===== src/rtl/mem_port_arbiter_pkg.sv =====
// Shared definitions for the unified instruction/data memory port:
// RV32 load/store funct3 codes, grant encoding and the alignment rule.
package mem_port_arbiter_pkg;

  localparam logic [2:0] F3_LB  = 3'b000;
  localparam logic [2:0] F3_LH  = 3'b001;
  localparam logic [2:0] F3_LW  = 3'b010;
  localparam logic [2:0] F3_LBU = 3'b100;
  localparam logic [2:0] F3_LHU = 3'b101;
  localparam logic [2:0] F3_SB  = 3'b000;
  localparam logic [2:0] F3_SH  = 3'b001;
  localparam logic [2:0] F3_SW  = 3'b010;

  // Also consumed by the hazard unit to see who owns the port this cycle.
  typedef enum logic [1:0] {
    GNT_NONE  = 2'd0,
    GNT_DATA  = 2'd1,
    GNT_FETCH = 2'd2
  } gnt_e;

  function automatic logic is_misaligned(input logic [2:0] f3, input logic [1:0] lsb);
    logic bad;
    case (f3)
      F3_LB, F3_LBU: bad = 1'b0;
      F3_LH, F3_LHU: bad = lsb[0];
      F3_LW:         bad = (lsb != 2'b00);
      default:       bad = 1'b1;
    endcase
    return bad;
  endfunction

endpackage


===== src/rtl/mem_port_arbiter_fetch_resp_buf.sv =====
// One-entry registered fetch response buffer with a valid/ready handshake;
// a refill in the same cycle as a consume keeps the entry valid.
module fetch_resp_buf #(
  parameter int DATA_W = 32
) (
  input  logic              clk,
  input  logic              rst_n,
  input  logic              load,
  input  logic              ready,
  input  logic [DATA_W-1:0] rdata_in,
  output logic              valid,
  output logic [DATA_W-1:0] rdata
);

  logic              vld_p1;
  logic [DATA_W-1:0] data_p1;

  // Stage p1: word captured at the edge following the fetch grant.
  always_ff @(posedge clk) begin
    if (!rst_n) begin
      vld_p1  <= 1'b0;
      data_p1 <= '0;
    end else if (load) begin
      vld_p1  <= 1'b1;
      data_p1 <= rdata_in;
    end else if (ready && vld_p1) begin
      vld_p1  <= 1'b0;
    end
  end

  assign valid = vld_p1;
  assign rdata = data_p1;

endmodule


===== src/rtl/mem_port_arbiter.sv =====
// Arbiter for the single unified memory between instruction fetch and the
// load/store unit: data wins by default, a burst counter bounds fetch starvation.
module mem_port_arbiter
  import mem_port_arbiter_pkg::*;
#(
  parameter int ADDR_W    = 8,
  parameter int MAX_BURST = 3
) (
  input  logic              clk,
  input  logic              rst_n,
  input  logic              if_req,
  input  logic [ADDR_W-1:0] if_addr,
  output logic              if_gnt,
  output logic              if_valid,
  output logic [31:0]       if_rdata,
  input  logic              if_ready,
  input  logic              d_req,
  input  logic              d_we,
  input  logic [2:0]        d_funct3,
  input  logic [ADDR_W-1:0] d_addr,
  input  logic [31:0]       d_wdata,
  output logic              d_gnt,
  output logic [31:0]       d_rdata,
  output logic              d_err,
  output logic              mem_read,
  output logic              mem_write,
  output logic [2:0]        mem_funct3,
  output logic [ADDR_W-1:0] mem_addr,
  output logic [31:0]       mem_wdata,
  input  logic [31:0]       mem_rdata
);

  localparam int              CNT_W   = $clog2(MAX_BURST + 1);
  localparam logic [CNT_W-1:0] CNT_MAX = CNT_W'(MAX_BURST);

  function automatic logic [CNT_W-1:0] sat_inc(input logic [CNT_W-1:0] c);
    return (c == CNT_MAX) ? c : c + CNT_W'(1);
  endfunction

  gnt_e             gnt;
  logic [CNT_W-1:0] burst_cnt;
  logic             fetch_ok;
  logic             force_fetch;
  logic             misaligned;
  logic             unused_addr_bits;

  assign unused_addr_bits = ^if_addr[1:0];

  // Stage p0: combinational grant, one winner per cycle, nothing during reset.
  always_comb begin
    fetch_ok    = !if_valid || if_ready;
    force_fetch = if_req && (burst_cnt == CNT_MAX) && fetch_ok;
    misaligned  = is_misaligned(d_funct3, d_addr[1:0]);
    gnt         = GNT_NONE;
    if (rst_n) begin
      if (d_req && !force_fetch)  gnt = GNT_DATA;
      else if (if_req && fetch_ok) gnt = GNT_FETCH;
    end
  end

  always_comb begin
    if_gnt     = 1'b0;
    d_gnt      = 1'b0;
    d_err      = 1'b0;
    d_rdata    = '0;
    mem_read   = 1'b0;
    mem_write  = 1'b0;
    mem_funct3 = F3_LW;
    mem_addr   = '0;
    mem_wdata  = '0;
    case (gnt)
      GNT_DATA: begin
        d_gnt      = 1'b1;
        d_err      = misaligned;
        d_rdata    = misaligned ? 32'd0 : mem_rdata;
        mem_read   = !d_we;
        mem_write  = d_we && !misaligned;
        mem_funct3 = d_funct3;
        mem_addr   = d_addr;
        mem_wdata  = d_wdata;
      end
      GNT_FETCH: begin
        if_gnt   = 1'b1;
        mem_addr = {if_addr[ADDR_W-1:2], 2'b00};
      end
      default: ;
    endcase
  end

  // Stage p1: starvation counter, only meaningful while a fetch is waiting.
  always_ff @(posedge clk) begin
    if (!rst_n) begin
      burst_cnt <= '0;
    end else if (gnt == GNT_FETCH || !if_req) begin
      burst_cnt <= '0;
    end else if (gnt == GNT_DATA) begin
      burst_cnt <= sat_inc(burst_cnt);
    end
  end

  fetch_resp_buf #(.DATA_W(32)) u_fetch_resp_buf (
    .clk      (clk),
    .rst_n    (rst_n),
    .load     (gnt == GNT_FETCH),
    .ready    (if_ready),
    .rdata_in (mem_rdata),
    .valid    (if_valid),
    .rdata    (if_rdata)
  );

endmodule


===== config.mk =====
export PLATFORM = sky130hd
export DESIGN_NAME = mem_port_arbiter
export DESIGN_NICKNAME = d
export VERILOG_FILES = /design/src/rtl/mem_port_arbiter_pkg.sv /design/src/rtl/mem_port_arbiter_fetch_resp_buf.sv /design/src/rtl/mem_port_arbiter.sv
export SDC_FILE = /design/constraint.sdc
export NUM_CORES = 1
export LEC_CHECK = 0
export CORE_UTILIZATION = 32
export DETAILED_ROUTE_END_ITERATION = 8
export HOLD_SLACK_MARGIN = 0.03
export PLACE_DENSITY_LB_ADDON = 0.05
export RECOVER_POWER = 25
export SYNTH_ARGS = -nofsm -noshare
export SYNTH_HDL_FRONTEND = slang
export SYNTH_SLANG_ARGS = --single-unit

===== constraint.sdc =====
create_clock -name clk -period 2.7 [get_ports clk]
set_input_delay 0.54 -clock clk [delete_from_list [all_inputs] [get_ports clk]]
set_output_delay 0.54 -clock clk [all_outputs]
set_load 0.1 [all_outputs]

Word-level counts from Yosys, hierarchy flattened:

Index checks and enable logic that the tools add are counted.

* output and inout bits: 113
* bits of input ports: 89
* bits in registers: 35
* logic and storage cells: 49

* $add $sub $neg: 1
* reduce and logical (&&, ||, !) cells: 20
* mux-type cells: 16
* equality and inequality tests: 7
* bitwise logic cells: 2

Operators by type and width (number)
* two-way mux 32 bit: 3
* one-hot mux 8 bit (2 select lines): 1
* two-way mux 1 bit: 7
* == test 3 bit, second input constant: 2
* logical AND 1 bit: 6
* two-way mux 2 bit: 3
* OR reduction 2 bit: 3
* zero test 1 bit: 5
* == test 2 bit, second input constant: 2
* nonzero test 2 bit: 2
* == test 3 x 1 -> 1 bit, second input constant: 1
* == test 3 x 2 -> 1 bit, second input constant: 1
* zero test 3 bit: 1
* two-way mux 3 bit: 1
* one-hot mux 1 bit (3 select lines): 1
* adder 2 x 1 -> 2 bit, second input constant: 1
* == test 2 x 1 -> 1 bit, second input constant: 1
* logical OR 1 bit: 2
* NOT 1 bit: 2
* AND reduction 2 bit: 1

Logic depth before layout (Yosys ltp):

Gate-level depths: netlist of the first run.

* depth in word-level cells: 10
* depth in mapped cells: 7
* mapped depth without buffers: 4

Modules after synthesis:

From an unflattened synthesis of the first run, not the netlist that was laid out.

* cells, all modules: 215
* area, all modules: 2029.4 um^2

By module, submodules not included
* fetch_resp_buf: cells an instance 106, instances 1, sequential area each 660.6 um^2, area each 1277.5 um^2
* mem_port_arbiter: cells an instance 109, instances 1, sequential area each 40.0 um^2, area each 752.0 um^2

Worst setup path before layout of the first run:

Ideal clock, no wire load.

* path kind: register -> output
* start: register u_fetch_resp_buf.vld_p1 (netlist: u_fetch_resp_buf.valid)
* end: output d_err
* data required time: 2.160 ns
* path slack: -1.424 ns
* buffers on the path: 1
* arrival time: 3.584 ns
* cell stages (with the launch flop): 4
* path through: dfxtp_1 > nand2b_1 > buf_2 > a311oi_1

* cells in the longest elaborated chain, start to end: 9
* elaborated cells on any way between the ends: 11
* classes of those cells: eq/ne (1); mux (4); reduce/logical (6)

RTL lines
* from (decl): line mem_port_arbiter_fetch_resp_buf.sv:15 `logic vld_p1;`
* from (signal assigned): line mem_port_arbiter_fetch_resp_buf.sv:21 `vld_p1 <= 1'b0;`
* from (signal assigned): line mem_port_arbiter_fetch_resp_buf.sv:24 `vld_p1 <= 1'b1;`
* from (signal assigned): line mem_port_arbiter_fetch_resp_buf.sv:27 `vld_p1 <= 1'b0;`
* zero test 1 bit *: line mem_port_arbiter.sv:51 `fetch_ok = !if_valid || if_ready;`
* logical OR 1 bit *: line mem_port_arbiter.sv:51
* logical AND 1 bit: line mem_port_arbiter.sv:52 `force_fetch = if_req && (burst_cnt == CNT_MAX) && fetch_ok;`
* zero test 1 bit: line mem_port_arbiter.sv:56 `if (d_req && !force_fetch) gnt = GNT_DATA;`
* logical AND 1 bit: line mem_port_arbiter.sv:56
* two-way mux 2 bit *: line mem_port_arbiter.sv:56
* two-way mux 2 bit *: line mem_port_arbiter.sv:55 `if (rst_n) begin`
* == test 2 x 1 -> 1 bit *: line mem_port_arbiter.sv:71 `case (gnt)`
* two-way mux 1 bit *: line mem_port_arbiter.sv:71
* to (decl): line mem_port_arbiter.sv:24 `output logic d_err,`

Mark *: on every way between the ends. The rest lies on a longest branch, timed or not.

Final worst setup path of the first run:

* start: input d_funct3[2]
* end: output d_rdata[1]

* cells in the longest elaborated chain, start to end: 5
* elaborated cells on any way between the ends: 10
* classes of those cells: eq/ne (4); mux (3); reduce/logical (3)

RTL lines
* from (decl): line mem_port_arbiter.sv:19 `input logic [2:0] d_funct3,`
* == test 3 x 1 -> 1 bit (tied with other cells): line mem_port_arbiter_pkg.sv:23 `case (f3)`
* OR reduction 2 bit: line mem_port_arbiter_pkg.sv:23
* one-hot mux 1 bit (3 select lines) *: line mem_port_arbiter_pkg.sv:23
* two-way mux 32 bit *: line mem_port_arbiter.sv:75 `d_rdata = misaligned ? 32'd0 : mem_rdata;`
* two-way mux 32 bit *: line mem_port_arbiter.sv:71
* to (decl): line mem_port_arbiter.sv:23 `output logic [31:0] d_rdata,`

Marks and branches as above.

==> flow_metrics.tcl, run 1 <==
set metrics [dict create \
    status "finished, final reports clean" \
    synthMuxAreaShare_pct 0.500 \
    cts_made_buffers 5 \
    ys_seq_area_share_pct 35.0 \
    seqCellArea_um2 702 \
    final_util_pct 82.8 \
    synth_edf_count 0 \
    worstHoldPathType "flop to flop" \
    cp.required_ns 2.16 \
    clock_sinks 35 \
    busiest_layer "met2" \
    clock_latency_ns 0.28 \
    antenna_found_initial 0 \
    numPortBuffers 199 \
    final_cell_area_um2 4960 \
    root_buffer "clkbuf_8" \
    wirelength_um 9750 \
    via_per_inst 5.23 \
    hold_buffers 0 \
    syn_area_um2 2000 \
    grtUsageMet3_pct 8.09 \
    hold_viol 0 \
    num_io_pins 202 \
    ys_top_cells_by_area "dfxtp_1 35%, and2_1 11%, and3_1 11%, nand4_1 10%, o21ai_0 8.0%" \
    layout_common_cells "86 x clkdlybuf4s50_1, 84 x buf_12, 36 x and2_2" \
    cts_buffer_depth 2 \
    final_cells 524 \
    fillers 387 \
    synth-compound-area-share_pct 13.6 \
    grt_pass1_vias 2609 \
    routedWlPerCell_um 18.6 \
    grt_use_met1_pct 30.2 \
    cp_data_arrival_time_ns 2.10 \
    start_kind "input pin" \
    worst-slew-pin-transition_ns 1.25 \
    clk_pin_slew_ns 0.07 \
    fin_skew_ns 0.00353 \
    synth.top_cell.area_share_pct 35.0 \
    die_w_um 81.1 \
    drv_cap 0 \
    synth_top_family_by_area "simple AND/OR/NAND/NOR gates" \
    synth.distinct_cells 24 \
    cts_tree "built" \
    power.leakage_nw 2.01 \
    dpl.hpwl_um 7080 \
    dp_slack_ns 0.0455 \
    grt_max_degree 66 \
    met2_usage_pct 50.8 \
    yosys.area_share.simple_pct 41.0 \
    areaGrowthSynthToFinish_pct 148 \
    final_max_slew_viol_count 0 \
    synth.largest_area_cell "dfxtp_1" \
    ys_seq_elements 35 \
    placed_cells 513 \
    synthFlopType "dfxtp_1" \
    drt_pass1_iterations 4 \
    async_reset_ff_share_pct 0 \
    netlist_instances 258 \
    dr_total_vias 2738 \
    path_max_fanout 34 \
    drc 0 \
    place_area_um2 4870 \
    rows 28 \
    synth-xor-area-share_pct 0.437 \
    die_h_um 81.1 \
    drt_iter0_markers 156 \
    crit_path_end_kind "output pin" \
    grt_overflow 0 \
    max_freq_mhz 378 \
    dieArea_um2 6580 \
    place_congestion 0.767 \
    synth_nets 348 \
    multi_input_area_um2 1240 \
    hold_slack_ns 0.458 \
    antennaDiodeCount 0 \
    min_period_ns 2.64 \
    power_mw 2.19 \
    nNetsFinal 538 \
    mostFrequentLayoutCell "clkdlybuf4s50_1" \
    yosys_warnings 0 \
    syn_avg_cell_area_um2 7.76 \
    finalCritPeriodShare_pct 97.9 \
    fin_ws_ns 0.0573 \
    ir_drop_mv 0.334 \
    ant_nets 0 \
    start_util_pct 33.4 \
    setup_tns_ns 0 \
    drive_above_1_share_pct 40.1 \
    p_per_area_nw_per_um2 442 \
    cts_max_level 2 \
    core_um2 5990 \
    worstSetupPathType "input pin to output pin" \
    grtUsageTotal_pct 27.6 \
    grt_first_pass_wirelength_um 13700 \
    slew_headroom_pct 16.9 \
    synthAdderAreaFrac_pct 0.625 \
    setup_viol 0 \
]
## registers in the layout, indices dropped and copies added, names as in the netlist
register / count
u_fetch_resp_buf.valid: 1
u_fetch_resp_buf.rdata: 32
burst_cnt: 2
## kinds of logic after synthesis
group	after synthesis
AOI/OAI and AO/OA	43
xor gates and xnor gates	1
adders and majority gates	1
buffers and inverters	32
DFF	35
muxes	1
and+or+nand+nor	145
## worst max-delay path, stage by stage
cell and delay [ns]:
clkdlybuf4s50_1 0.41, o31a_1 0.31, o22ai_2 0.18, buf_12 0.21, and3_1 0.24, buf_12 0.19
## path summary, 6_finish.rpt
check                        startpoint  depth (start not counted)  slack, ns                    endpoint
max                         d_funct3[2]                          6       0.06                  d_rdata[1]
min          u_fetch_resp_buf.rdata[18]                          2       0.46  u_fetch_resp_buf.rdata[18]
max reg2reg                burst_cnt[0]                          5       0.92  u_fetch_resp_buf.rdata[14]
min reg2reg  u_fetch_resp_buf.rdata[18]                          2       0.46  u_fetch_resp_buf.rdata[18]
## layout make-up
type,count,area share (%)
timing repair buffer,215,56.2
clock inverter,3,1.36
sequential,35,14.2
tap,75,1.89
clock buffer,5,1.39
multi-input combinational,191,25.0
## synthesized netlist by cell type, types with 2 or more instances
cell type   n
dfxtp_1    35
clkbuf_1   21
and2_1     36
clkbuf_2    3
nand4_1    32
nor3_1      2
nand2_1    35
nand2b_1    3
a22o_1      6
and3_1     34
o21ai_0    32
buf_6       7
## timing repair
action,4_1_cts,5_1_grt
buffers inserted,0,1
gates resized for setup,0,2
endpoints found under the setup margin,0,60
## metal layers
| layer | routed length, um | vias to the layer above |
|---|---|---|
| li1 | - | 1288 |
| met1 | 3640 | 1291 |
| met2 | 5130 | 138 |
| met3 | 771 | 21 |
| met4 | 197 | 0 |
| met5 | 0 | - |
## power breakdown
group          total (mW)  internal (mW)  leakage, nW  switching (mW)
combinational        1.07          0.363         1.66           0.703
sequential          0.557          0.544        0.287          0.0136
clock               0.568          0.368       0.0644           0.199
Note: power is estimated with default switching activity, not from simulation.
==> inputs of run 2 (changes only) <==
--- a/config.mk
+++ b/config.mk
@@ -10,6 +10,7 @@
 export HOLD_SLACK_MARGIN = 0.03
 export PLACE_DENSITY_LB_ADDON = 0.05
 export RECOVER_POWER = 25
+export SETUP_SLACK_MARGIN = 0.1
 export SYNTH_ARGS = -nofsm -noshare
 export SYNTH_HDL_FRONTEND = slang
 export SYNTH_SLANG_ARGS = --single-unit
==> run 2 against run 1 <==
Die area did not move. First-iteration DRC count shrank 25%. Flip-flop and latch count did not move. Final cell count grew 0.95%. Design area rose by 2.8%. Sequential share of layout area shrank 0.38 points. Critical path type unchanged. Critical endpoint unchanged. Largest cell class unchanged. Largest power group unchanged.
==> flow_metrics.tcl, run 2 (synthesis gave the netlist of run 1 again) <==
set metrics [dict create \
    p_per_area_nw_per_um2 407 \
    min_period_ns 2.57 \
    dpl.hpwl_um 7270 \
    hold_end "u_fetch_resp_buf.rdata[1]" \
    rsz0062_at_grt "no" \
    dp_slack_ns 0.0239 \
    cp.required_ns 2.16 \
    slew_headroom_pct 15.8 \
    ir_drop_mv 0.344 \
    cts_tree "built" \
    cts_max_level 2 \
    crit_path_end_kind "output pin" \
    grtUsageMet3_pct 8.76 \
    place_area_um2 4890 \
    crit_top_cell "buf_12" \
    drc 0 \
    path_cells "clkdlybuf4s50_1 -> nand2b_4 -> a31oi_4 -> buf_12 -> clkbuf_16 -> and3_4 -> buf_12" \
    max_freq_mhz 389 \
    drt_pass1_iterations 4 \
    status "finished, final reports clean" \
    place_congestion 0.744 \
    met2_usage_pct 50.7 \
    worstHoldPathType "flop to flop" \
    final_util_pct 85.1 \
    start_util_pct 33.4 \
    grt_overflow 0 \
    r2r_setup_slack_ns 1.16 \
    via_per_inst 5.22 \
    switching_share_pct 44.9 \
    power.leakage_nw 2.10 \
    power.share.combinational_pct 53.5 \
    cp_data_arrival_time_ns 2.03 \
    p_sw_mw 0.932 \
    busiest_layer "met2" \
    path_buf_inv 4 \
    grtUsageTotal_pct 27.1 \
    hold_slack_ns 0.462 \
    critPathTopFamily "buffers and inverters" \
    grt_max_degree 56 \
    wirelength_um 10600 \
    dieArea_um2 6580 \
    fin_ws_ns 0.131 \
    worst-slew-pin-transition_ns 1.27 \
    fin_skew_ns 0.00796 \
    worstSetupPathType "input pin to output pin" \
    dr_total_vias 2761 \
    numPortBuffers 199 \
    hold_depth 2 \
    finalCritPeriodShare_pct 95.1 \
    setup_viol 0 \
    layout_common_cells "85 x buf_12, 79 x clkdlybuf4s50_1, 34 x nand2_1, 34 x dfxtp_1, 34 x clkbuf_1" \
    grt_pass1_vias 2454 \
    drive_above_1_share_pct 42.1 \
    clk_pin_slew_ns 0.07 \
    areaGrowthSynthToFinish_pct 155 \
    die_w_um 81.1 \
    setup_tns_ns 0 \
    antennaDiodeCount 0 \
    path_max_fanout 14 \
    slowest_stage "clkdlybuf4s50_1" \
    largest_register_ffs 32 \
    final_max_slew_viol_count 0 \
    antenna_found_initial 0 \
    grt_first_pass_wirelength_um 13300 \
    hold_start "u_fetch_resp_buf.rdata[1]" \
    num_io_pins 202 \
    start_kind "input pin" \
    die_h_um 81.1 \
    pwr-share-seq_pct 26.9 \
    drv_cap 0 \
    clock_latency_ns 0.29 \
    ant_nets 0 \
    cts_buffer_depth 2 \
    rows 28 \
    final_cell_area_um2 5100 \
    r2r-end "u_fetch_resp_buf.valid" \
    routedWlPerCell_um 20.0 \
    p_int_mw 1.14 \
    clock_power_share_pct 19.6 \
    clock_sinks 35 \
    worst_r2r_path_depth 5 \
    grt_use_met1_pct 27.9 \
    drt_iter0_markers 117 \
    critPathMaxStageDelay_ns 0.40 \
    nNetsFinal 543 \
    root_buffer "clkbuf_8" \
    r2r-start "burst_cnt[0]" \
    core_um2 5990 \
    hold_viol 0 \
    cts_made_buffers 5 \
    mostFrequentLayoutCell "buf_12" \
]
[run 2: cell count changes in the layout (fill, tap and decap cells not counted), moves of 2 or more]
| cell | previous run | this run |
|---|---|---|
| buf_6 | 0 | 3 |
| clkdlybuf4s50_1 | 86 | 79 |
| and3_4 | 0 | 7 |
| clkbuf_16 | 2 | 4 |
| bufinv_16 | 2 | 0 |
| dlymetal6s2s_1 | 0 | 6 |
| and2_4 | 1 | 10 |
| and3_1 | 8 | 1 |
| and2_2 | 36 | 27 |
[run 2: metal layers]
metal  vias up  part of all wire (%)
li1       1305                     -
met1      1306                    35
met2       124                    53
met3        26                   8.6
met4         0                   3.6
met5         -                     0
[run 2: worst reg2reg max path: cells and delay by family (launching register included)]
kind | cells | cell delay [ns]
fa+ha+maj | 1 | 0.29
compound gates | 1 | 0.19
buf+inv | 1 | 0.35
simple gates | 2 | 0.28
flops | 1 | 0.35
[run 2: worst max-delay path by stage]
stage,start,end,slack (ns),depth (start not counted)
global placement,if_req,mem_addr[7],0.06,6
finish,if_ready,d_rdata[1],0.13,7
floorplan,u_fetch_resp_buf.valid,mem_wdata[10],0.19,6
CTS,d_funct3[2],mem_write,0.07,6
detailed placement,if_ready,d_rdata[30],0.02,6
global route,if_ready,d_rdata[1],0.10,7
[run 2: power by group through the flow]
stage                     clock, mW  combinational (mW)  sequential [mW]
after detailed placement          0                1.08            0.570
final                         0.406                1.11            0.559
after global routing          0.430                1.14            0.562
after CTS                     0.406                1.08            0.559
after global placement            0                1.07            0.568
after floorplan                   0               0.463            0.762
[run 2: what timing repair did]
item,in CTS,in global routing
hold buffers,0,0
gates resized for setup,2,18
buffers inserted,0,2
setup endpoints to repair,43,73
gates cloned,0,7
pin swaps,0,3
[run 2: through the flow]
stage	instances	power, mW
global route	529	2.13
floorplan	258	1.22
finish	529	2.08
CTS	520	2.04
detailed placement	512	1.65
global placement	512	1.63
[run 2: cell type report]
class | count | area [um2]
repair buffers | 220 | 2910
multi-input cells | 191 | 1300
fillers | 348 | 893
flip-flops and latches | 35 | 702
well taps | 75 | 93.8
clock buffers | 7 | 86.3
clock inverters | 1 | 8.76
